[src/rtl/ext_trig_pkg.sv]
// Shared definitions for the external trigger line controller: TX state
// encoding, default timing parameters and the idle levels of the inputs.
package ext_trig_pkg;

  typedef enum logic [1:0] {
    ST_IDLE    = 2'd0,
    ST_DRIVE   = 2'd1,
    ST_RELEASE = 2'd2,
    ST_HOLDOFF = 2'd3
  } txState_e;

  localparam int DEF_TX_WIDTH = 8;
  localparam int DEF_SETTLE   = 4;
  localparam int DEF_HOLDOFF  = 16;
  localparam int DEF_RX_WIDTH = 8;
  localparam int DEF_CNT_W    = 16;

  // Levels the synchronizers hold in reset: the MAROC trigger is active
  // high so it idles low, the shared line is active low so it idles high.
  localparam logic PIXEL_INACTIVE = 1'b0;
  localparam logic LINE_INACTIVE  = 1'b1;

  // Largest of three timing parameters, used to size the shared TX timer.
  function automatic int maxOf3(input int a, input int b, input int c);
    int m;
    m = a;
    if (b > m) m = b;
    if (c > m) m = c;
    return m;
  endfunction

endpackage

[src/rtl/ext_trig_ctrl_sync.sv]
// Two-flop synchronizer followed by a registered edge detector. The reset
// level matches the idle level of the input so that leaving reset never
// produces a spurious edge; FALLING selects which transition is reported.
module trig_sync
  import ext_trig_pkg::*;
#(
  parameter logic RST_LEVEL = PIXEL_INACTIVE,
  parameter bit   FALLING   = 1'b0
) (
  input  logic clk,
  input  logic rst,
  input  logic async_i,
  output logic edge_o
);

  logic sync1_q;
  logic sync2_q;
  logic prev_q;
  logic edge_q;
  logic edge_d;

  // Compare the synchronized value with its previous sample.
  always_comb begin
    edge_d = FALLING ? (prev_q & ~sync2_q) : (sync2_q & ~prev_q);
  end

  // Synchronizer chain, history flop and registered one-cycle edge pulse.
  always_ff @(posedge clk) begin
    if (rst) begin
      sync1_q <= RST_LEVEL;
      sync2_q <= RST_LEVEL;
      prev_q  <= RST_LEVEL;
      edge_q  <= 1'b0;
    end else begin
      sync1_q <= async_i;
      sync2_q <= sync1_q;
      prev_q  <= sync2_q;
      edge_q  <= edge_d;
    end
  end

  assign edge_o = edge_q;

endmodule

[src/rtl/ext_trig_ctrl.sv]
// External trigger line controller. Drives the shared active-low line for
// local MAROC triggers, stretches remote line edges into a MAROC trigger
// pulse, masks the echo of its own drive, and counts tx/rx/dropped events.
module ext_trig_ctrl
  import ext_trig_pkg::*;
#(
  parameter int TX_WIDTH = DEF_TX_WIDTH,
  parameter int SETTLE   = DEF_SETTLE,
  parameter int HOLDOFF  = DEF_HOLDOFF,
  parameter int RX_WIDTH = DEF_RX_WIDTH,
  parameter int CNT_W    = DEF_CNT_W
) (
  input  logic             clk,
  input  logic             rst,
  input  logic             pixel_trig_maroc,
  input  logic             ext_trig_o,
  input  logic             tx_en,
  input  logic             rx_en,
  input  logic             cnt_clr,
  output logic             ext_trig_t,
  output logic             ext_trig_maroc,
  output logic             busy,
  output logic [CNT_W-1:0] tx_count,
  output logic [CNT_W-1:0] rx_count,
  output logic [CNT_W-1:0] drop_count
);

  localparam int TMR_W = $clog2(maxOf3(TX_WIDTH, SETTLE, HOLDOFF) + 1);
  localparam int RX_W  = $clog2(RX_WIDTH + 1);

  // Timer holds "remaining cycles minus one" of the current phase.
  localparam logic [TMR_W-1:0] TX_LOAD     = TMR_W'(TX_WIDTH - 1);
  localparam logic [TMR_W-1:0] SETTLE_LOAD = TMR_W'(SETTLE - 1);
  localparam logic [TMR_W-1:0] HOLD_LOAD   = TMR_W'((HOLDOFF > 0) ? HOLDOFF - 1 : 0);
  localparam logic [RX_W-1:0]  RX_LOAD     = RX_W'(RX_WIDTH);

  logic localEv;
  logic remoteEv;

  txState_e         state_q, state_d;
  logic [TMR_W-1:0] timer_q, timer_d;
  logic [RX_W-1:0]  rxCnt_q, rxCnt_d;
  logic [CNT_W-1:0] txCount_q, txCount_d;
  logic [CNT_W-1:0] rxCount_q, rxCount_d;
  logic [CNT_W-1:0] dropCount_q, dropCount_d;
  logic             trigT_q, maroc_q, busy_q;
  logic             txInc, dropInc, rxAccept;

  trig_sync #(
    .RST_LEVEL (PIXEL_INACTIVE),
    .FALLING   (1'b0)
  ) u_pixelSync (
    .clk     (clk),
    .rst     (rst),
    .async_i (pixel_trig_maroc),
    .edge_o  (localEv)
  );

  trig_sync #(
    .RST_LEVEL (LINE_INACTIVE),
    .FALLING   (1'b1)
  ) u_lineSync (
    .clk     (clk),
    .rst     (rst),
    .async_i (ext_trig_o),
    .edge_o  (remoteEv)
  );

  // TX sequencing: drive, let the line settle, then hold off new triggers.
  always_comb begin
    state_d = state_q;
    timer_d = timer_q;
    txInc   = 1'b0;
    unique case (state_q)
      ST_IDLE: begin
        if (localEv && tx_en) begin
          state_d = ST_DRIVE;
          timer_d = TX_LOAD;
          txInc   = 1'b1;
        end
      end
      ST_DRIVE: begin
        if (timer_q == '0) begin
          state_d = ST_RELEASE;
          timer_d = SETTLE_LOAD;
        end else begin
          timer_d = timer_q - TMR_W'(1);
        end
      end
      ST_RELEASE: begin
        if (timer_q == '0) begin
          if (HOLDOFF == 0) begin
            state_d = ST_IDLE;
          end else begin
            state_d = ST_HOLDOFF;
            timer_d = HOLD_LOAD;
          end
        end else begin
          timer_d = timer_q - TMR_W'(1);
        end
      end
      ST_HOLDOFF: begin
        if (timer_q == '0) begin
          state_d = ST_IDLE;
        end else begin
          timer_d = timer_q - TMR_W'(1);
        end
      end
      default: state_d = ST_IDLE;
    endcase
  end

  // RX stretch: remote edges accepted only when the line is not ours and
  // no stretch is running; a simultaneous local trigger takes precedence.
  always_comb begin
    dropInc  = localEv & ~txInc;
    rxAccept = remoteEv && rx_en && (rxCnt_q == '0) && !txInc &&
               ((state_q == ST_IDLE) || (state_q == ST_HOLDOFF));
    if (rxAccept) begin
      rxCnt_d = RX_LOAD;
    end else if (rxCnt_q != '0) begin
      rxCnt_d = rxCnt_q - RX_W'(1);
    end else begin
      rxCnt_d = rxCnt_q;
    end
  end

  // Event counters wrap naturally; a clear wins over a same-cycle increment.
  always_comb begin
    txCount_d   = cnt_clr ? '0 : txCount_q   + CNT_W'(txInc);
    rxCount_d   = cnt_clr ? '0 : rxCount_q   + CNT_W'(rxAccept);
    dropCount_d = cnt_clr ? '0 : dropCount_q + CNT_W'(dropInc);
  end

  // State, counters and outputs; outputs are decoded from next state so the
  // pad enable and MAROC trigger come straight from flops.
  always_ff @(posedge clk) begin
    if (rst) begin
      state_q     <= ST_IDLE;
      timer_q     <= '0;
      rxCnt_q     <= '0;
      txCount_q   <= '0;
      rxCount_q   <= '0;
      dropCount_q <= '0;
      trigT_q     <= 1'b1;
      maroc_q     <= 1'b0;
      busy_q      <= 1'b0;
    end else begin
      state_q     <= state_d;
      timer_q     <= timer_d;
      rxCnt_q     <= rxCnt_d;
      txCount_q   <= txCount_d;
      rxCount_q   <= rxCount_d;
      dropCount_q <= dropCount_d;
      trigT_q     <= (state_d != ST_DRIVE);
      maroc_q     <= (state_d == ST_DRIVE) || (rxCnt_d != '0);
      busy_q      <= (state_d != ST_IDLE);
    end
  end

  assign ext_trig_t     = trigT_q;
  assign ext_trig_maroc = maroc_q;
  assign busy           = busy_q;
  assign tx_count       = txCount_q;
  assign rx_count       = rxCount_q;
  assign drop_count     = dropCount_q;

endmodule

[config.mk]
export PLATFORM = sky130hd
export DESIGN_NAME = ext_trig_ctrl
export DESIGN_NICKNAME = d
export VERILOG_FILES = /design/src/rtl/ext_trig_pkg.sv /design/src/rtl/ext_trig_ctrl_sync.sv /design/src/rtl/ext_trig_ctrl.sv
export SDC_FILE = /design/constraint.sdc
export NUM_CORES = 1
export LEC_CHECK = 0
export ABC_AREA = 0
export BUFFER_PORTS_ARGS = -buffer_cell sky130_fd_sc_hd__buf_4
export CAP_MARGIN = 20
export CORE_UTILIZATION = 40
export DETAILED_ROUTE_END_ITERATION = 10
export PLACE_DENSITY = 0.71
export SLEW_MARGIN = 10
export SYNTH_ARGS = -nofsm -noshare
export SYNTH_HDL_FRONTEND = slang
export SYNTH_SLANG_ARGS = --single-unit
[constraint.sdc]
create_clock -name clk -period 4.5 [get_ports clk]
set_input_delay 0.675 -clock clk [delete_from_list [all_inputs] [get_ports clk]]
set_output_delay 0.675 -clock clk [all_outputs]
set_load 0.005 [all_outputs]
Word level (Yosys, flattened, before mapping) --
Index checks and enable logic that the tools add are counted.
Word-level totals: bits in registers 70, input port bits 7, output and inout bits 51, logic and storage cells 65
Operators by class: add/sub/neg operators 5, equality and inequality tests 7, multiplexer cells 14, bitwise logic cells 6, reduce and logical (&&, ||, !) cells 16
Operators with widths (number):
- adder 16 x 1 -> 16 bit | 3
- 2-to-1 mux 5 bit | 4
- one-hot mux 5 bit (4 select lines) | 1
- 2-to-1 mux 2 bit | 4
- 2-to-1 mux 4 bit | 2
- one-hot mux 2 bit (4 select lines) | 1
- nonzero test 4 bit | 2
- logical AND 1 bit | 5
- logical NOT 5 bit | 1
- subtractor 5 x 1 -> 5 bit (second input constant) | 1
- == test 2 x 1 -> 1 bit (second input constant) | 2
- == test 2 bit (second input constant) | 2
- logical NOT 4 bit | 1
- inequality test 2 bit (second input constant) | 2
- subtractor 4 x 1 -> 4 bit (second input constant) | 1
- bitwise AND 1 bit | 3
- inverter 1 bit | 3
- logical NOT 2 bit | 1
- logical OR 1 bit | 2
- 2-to-1 mux 1 bit | 2
- inequality test 2 x 1 -> 1 bit (second input constant) | 1
- AND reduction 2 bit | 1
- nonzero test 2 bit | 1
- OR reduction 2 bit | 1
- logical NOT 1 bit | 1

Depth between registers and ports, before layout --
word-level depth 9, mapped depth 12, depth with buffers taken out 11

Cells and area by module --
A second synthesis with hierarchy kept.
Unflattened totals: cell total of the unflattened synthesis 335, area, all modules 3057.9 um^2
By module, submodules not included:
- ext_trig_ctrl | instances 1, cells each 319, area each 2840.2 um^2, seq. area each 1241.2 um^2
- trig_sync (u_pixelSync) | instances 1, cells each 8, area each 111.4 um^2, seq. area each 80.1 um^2
- trig_sync (u_lineSync) | instances 1, cells each 8, area each 106.4 um^2, seq. area each 80.1 um^2

Worst setup path after synthesis --
Ideal clock, no wire load.
kind reg2reg, start register rxCnt_q[0], end register rxCount_q[15], in the netlist rx_count[15], setup time 0.071 ns, arrival time 2.359 ns, required time 4.429 ns, setup slack 2.071 ns, cell stages (with the launch flop) 11, path buffers 0, clock period less this slack 2.429 ns, path through dfxtp_1 inv_1 ha_1 nor3b_1 nand3_1 inv_1 ha_1 nand2_1 or4_4 or3_1 a21oi_1
On the way: longest elaborated chain between the ends 5
Ends and longest elaborated chain:
- from (decl) | line ext_trig_ctrl.sv:42 | logic [RX_W-1:0] rxCnt_q, rxCnt_d;
- from (signal assigned) | line ext_trig_ctrl.sv:151 | rxCnt_q <= rxCnt_d;
- logical NOT 4 bit | line ext_trig_ctrl.sv:117 | rxAccept = remoteEv && rx_en && (rxCnt_q == '0) && !txInc &&
- logical AND 1 bit (3 in a row) | line ext_trig_ctrl.sv:117
- adder 16 x 1 -> 16 bit | line ext_trig_ctrl.sv:131 | rxCount_d = cnt_clr ? '0 : rxCount_q + CNT_W'(rxAccept);
- to (signal assigned) | line ext_trig_ctrl.sv:153 | rxCount_q <= rxCount_d;
- to (decl) | line ext_trig_ctrl.sv:44 | logic [CNT_W-1:0] rxCount_q, rxCount_d;
No other way between the ends. A chain may end at the register's enable or synchronous reset.

Final worst setup path --
start register rxCnt_q[0], end register rxCount_q[14], in the netlist rx_count[14]
The elaborated chain is that of the path after synthesis.

==> out/qor.txt <==
antenna-violating nets left - 0
global-route wire length before repair - 10,100 µm
WL/cell - 12.1 µm
Clock Pin Slew Worst Setup and Hold Paths - 0.07 ns
Tcrit/Tclk final - 62.3%
Yosys top cell area share - 46.6%
pre-CTS setup slack - 1.73 ns
pwr dens - 386 nW/µm²
Clock Tree Buf Depth - 2
post-synthesis net count - 354
Synth Warn # - 0
Top FF cell, synth - dfxtp_1
share of layout cells above drive strength 1 - 21.0%
initial antenna violation count - 0
Distinct cells, synth - 42
starting density of the core - 41.5%
CTS sink count - 70
CTS tree - yes
post-route worst setup slack - 1.70 ns
Crit path arrival time - 3.01 ns
CTS resizes - 0
I/O pin count - 58
hpwl dp - 4220 µm
Worst Setup Start Kind - register
Syn Inst Count - 335
crit-path max cell delay - 0.42 ns
EDFF count, synth - 0
ANT cells - 0
cell repeated most along the worst path - ha_1
hold_buf cts - 0
Psw - 0.000419 W
largest area contributor in the netlist - dfxtp_1
Int Power - 0.00100 W
H-Tree Depth - 3
total wire length - 5970 µm
I/O Buffers - 57
GPL Wtd Cong - 0.827
Hold Vio Cnt, Final - 0
Worst Hold Class - reg2reg
unrepaired setup endpoints after global routing - false
post-synthesis async set-or-reset flop share - 0%
worst slew pin tran - 0.775 ns
CP max stage cell - nor3b_1
outcome - completed
post-synthesis cell area - 3010 µm²
Setup Crit Path Kind - reg2reg
total track usage - 16.4%
Inserted Clock Buffers - 9
Setup crit end kind - register
maxcap violations - 0
Clock Power Share - 29.4%
achievable clock frequency - 357 MHz
synthesis-stage register bit count - 70
Peak VDD IR - 259 µV
via count - 2,493
DRT iter0 DRCs - 109
Post-Route Setup TNS - 0 ns
Root Buffer - clkbuf_8
Clk Latency, worst-skew pair - 0.34 ns
Die Area - 7870 µm²
final setup fails - 0
sw frac - 29.5%
gr ovfl total - 0
Post-Route Skew - 0.00834 ns
Die X - 88.7 µm
cells along the critical path - inv_1 -> ha_1 -> nor3b_1 -> nand3_1 -> inv_1 -> ha_1 -> ha_1 -> nand4_1 -> nor4_1 -> xnor2_1 -> nor2_1
Slew HR - 48.3%
row count - 31
Leak - 1.46 nW
number of global-route vias before repair - 2,253
largest cells by area after synthesis - dfxtp_1 (47%), xnor2_1 (5.8%), nor2_1 (5.6%)
post-route minimum period - 2.80 ns
DRT Pass-1 Iters - 5
critical path required time - 4.70 ns
Flop pwr share - 48.7%
Final Max Slew Viols - 0
fin nets - 411
largest net degree at the start of global routing - 43
Vias/cell - 5.04
CP Max Fanout - 6
Residual DRC - 0
die extent in y - 88.7 µm
Setup Buffers After CTS - 0
syn_area_per_cell - 8.98 µm²
Logic pwr share - 21.9%
core area - 7250 µm²
Syn-to-layout area delta - 22.1%
Seq/Total Area, Yosys - 46.6%
==> flip-flops by register name (all words and copies together) (netlist names), 2 cells and up <==
register and flops:
rx_count 16, rxCnt_q 4, timer_q 5, state_q 2
tx_count 16, drop_count 16
==> cells in the final DEF (no fill, tap or decap), types with 9 or more instances in the layout <==
| cell | netlist | routed |
|---|---|---|
| inv_1 | 16 | 16 |
| ha_1 | 12 | 12 |
| nand3_1 | 18 | 18 |
| dfxtp_1 | 70 | 70 |
| nor2_1 | 45 | 45 |
| nand4_1 | 10 | 10 |
| and2_1 | 9 | 9 |
| clkbuf_8 | 0 | 9 |
| xnor2_1 | 20 | 20 |
| a21oi_1 | 19 | 19 |
| nand2_1 | 13 | 13 |
| buf_4 | 0 | 57 |
| nor3_1 | 11 | 11 |
| xor2_1 | 16 | 16 |
==> power groups by stage <==
stage | sequential, W | combinational, W | clock [W]
after global routing | 0.000696 | 0.000350 | 0.000457
after global placement | 0.000702 | 0.000301 | 0
after detailed placement | 0.000703 | 0.000309 | 0
after CTS | 0.000690 | 0.000311 | 0.000432
final | 0.000690 | 0.000311 | 0.000417
after floorplan | 0.000700 | 0.000242 | 0
==> metal layers <==
layer  share of wire, %  vias up  track usage, %
met2                 46       41            26.1
met3                2.9       10            3.92
li1                   -     1259               -
met4                1.7        0            7.33
met1                 49     1183            21.0
met5                  0        -               0
==> per-stage QoR <==
stage          power [W]  hold slack [ns]  cell area [µm²]  util, %  instances
6_report         0.00142            0.386             3670     50.7        495
5_1_grt          0.00150            0.408             3670     50.7        495
4_1_cts          0.00143            0.391             3670     50.7        495
3_5_place_dp     0.00101            0.381             3520     48.5        480
3_3_place_gp     0.00100            0.375             3520     48.5        480
2_1_floorplan   0.000942            0.367             3010        -        335
==> Yosys cell counts, types with 4 or more instances <==
library cell  number
inv_1             16
a21oi_1           19
ha_1              12
o21ai_0            8
and2_1             9
xnor2_1           20
nor2b_1            4
nand4_1           10
or2_2              5
or3_1              6
clkbuf_1          11
xor2_1            16
nor4_1             8
and3_1             4
nand3_1           18
nand2_1           13
nor2_1            45
dfxtp_1           70
nor3_1            11
==> cell type report <==
cell class              instances  area, µm²
clock buffers                  10        128
repair buffers                 57        428
inverters                      16       60.1
well taps                      99        124
fillers                       683       3580
clock inverters                 5       27.5
flip-flops and latches         70       1400
multi-input cells             238       1510
==> worst paths after layout <==
path,startpoint,end,slack (ns),cells past startpoint
worst max-delay path,rxCnt_q[0]$_SDFF_PP0_,rx_count[14]$_SDFF_PP0_,1.70,11
worst min-delay path,u_pixelSync.prev_q$_SDFF_PP0_,u_pixelSync.edge_o$_SDFF_PP0_,0.39,1
worst max register to register,rxCnt_q[0]$_SDFF_PP0_,rx_count[14]$_SDFF_PP0_,1.70,11
worst min register to register,u_pixelSync.prev_q$_SDFF_PP0_,u_pixelSync.edge_o$_SDFF_PP0_,0.39,1
==> cell families after synthesis <==
logic type	after synthesis	share of synthesized area, %
AOI/OAI and AO/OA	41	8.19
xor gates and xnor gates	36	10.5
adders and majority gates	12	4.99
buffers and inverters	27	3.37
DFF	70	46.6
muxes	3	1.04
and+or+nand+nor	146	25.4
==> critical path, delay by kind of cell (launching register included) <==
family                   cells  cell delay, ns
XOR/XNOR                     1            0.16
adder cells (fa/ha/maj)      3            0.62
buffers and inverters        2            0.21
flip-flops                   1            0.33
AND/OR/NAND/NOR              5            1.36
Note: power is estimated with default switching activity, not from simulation.
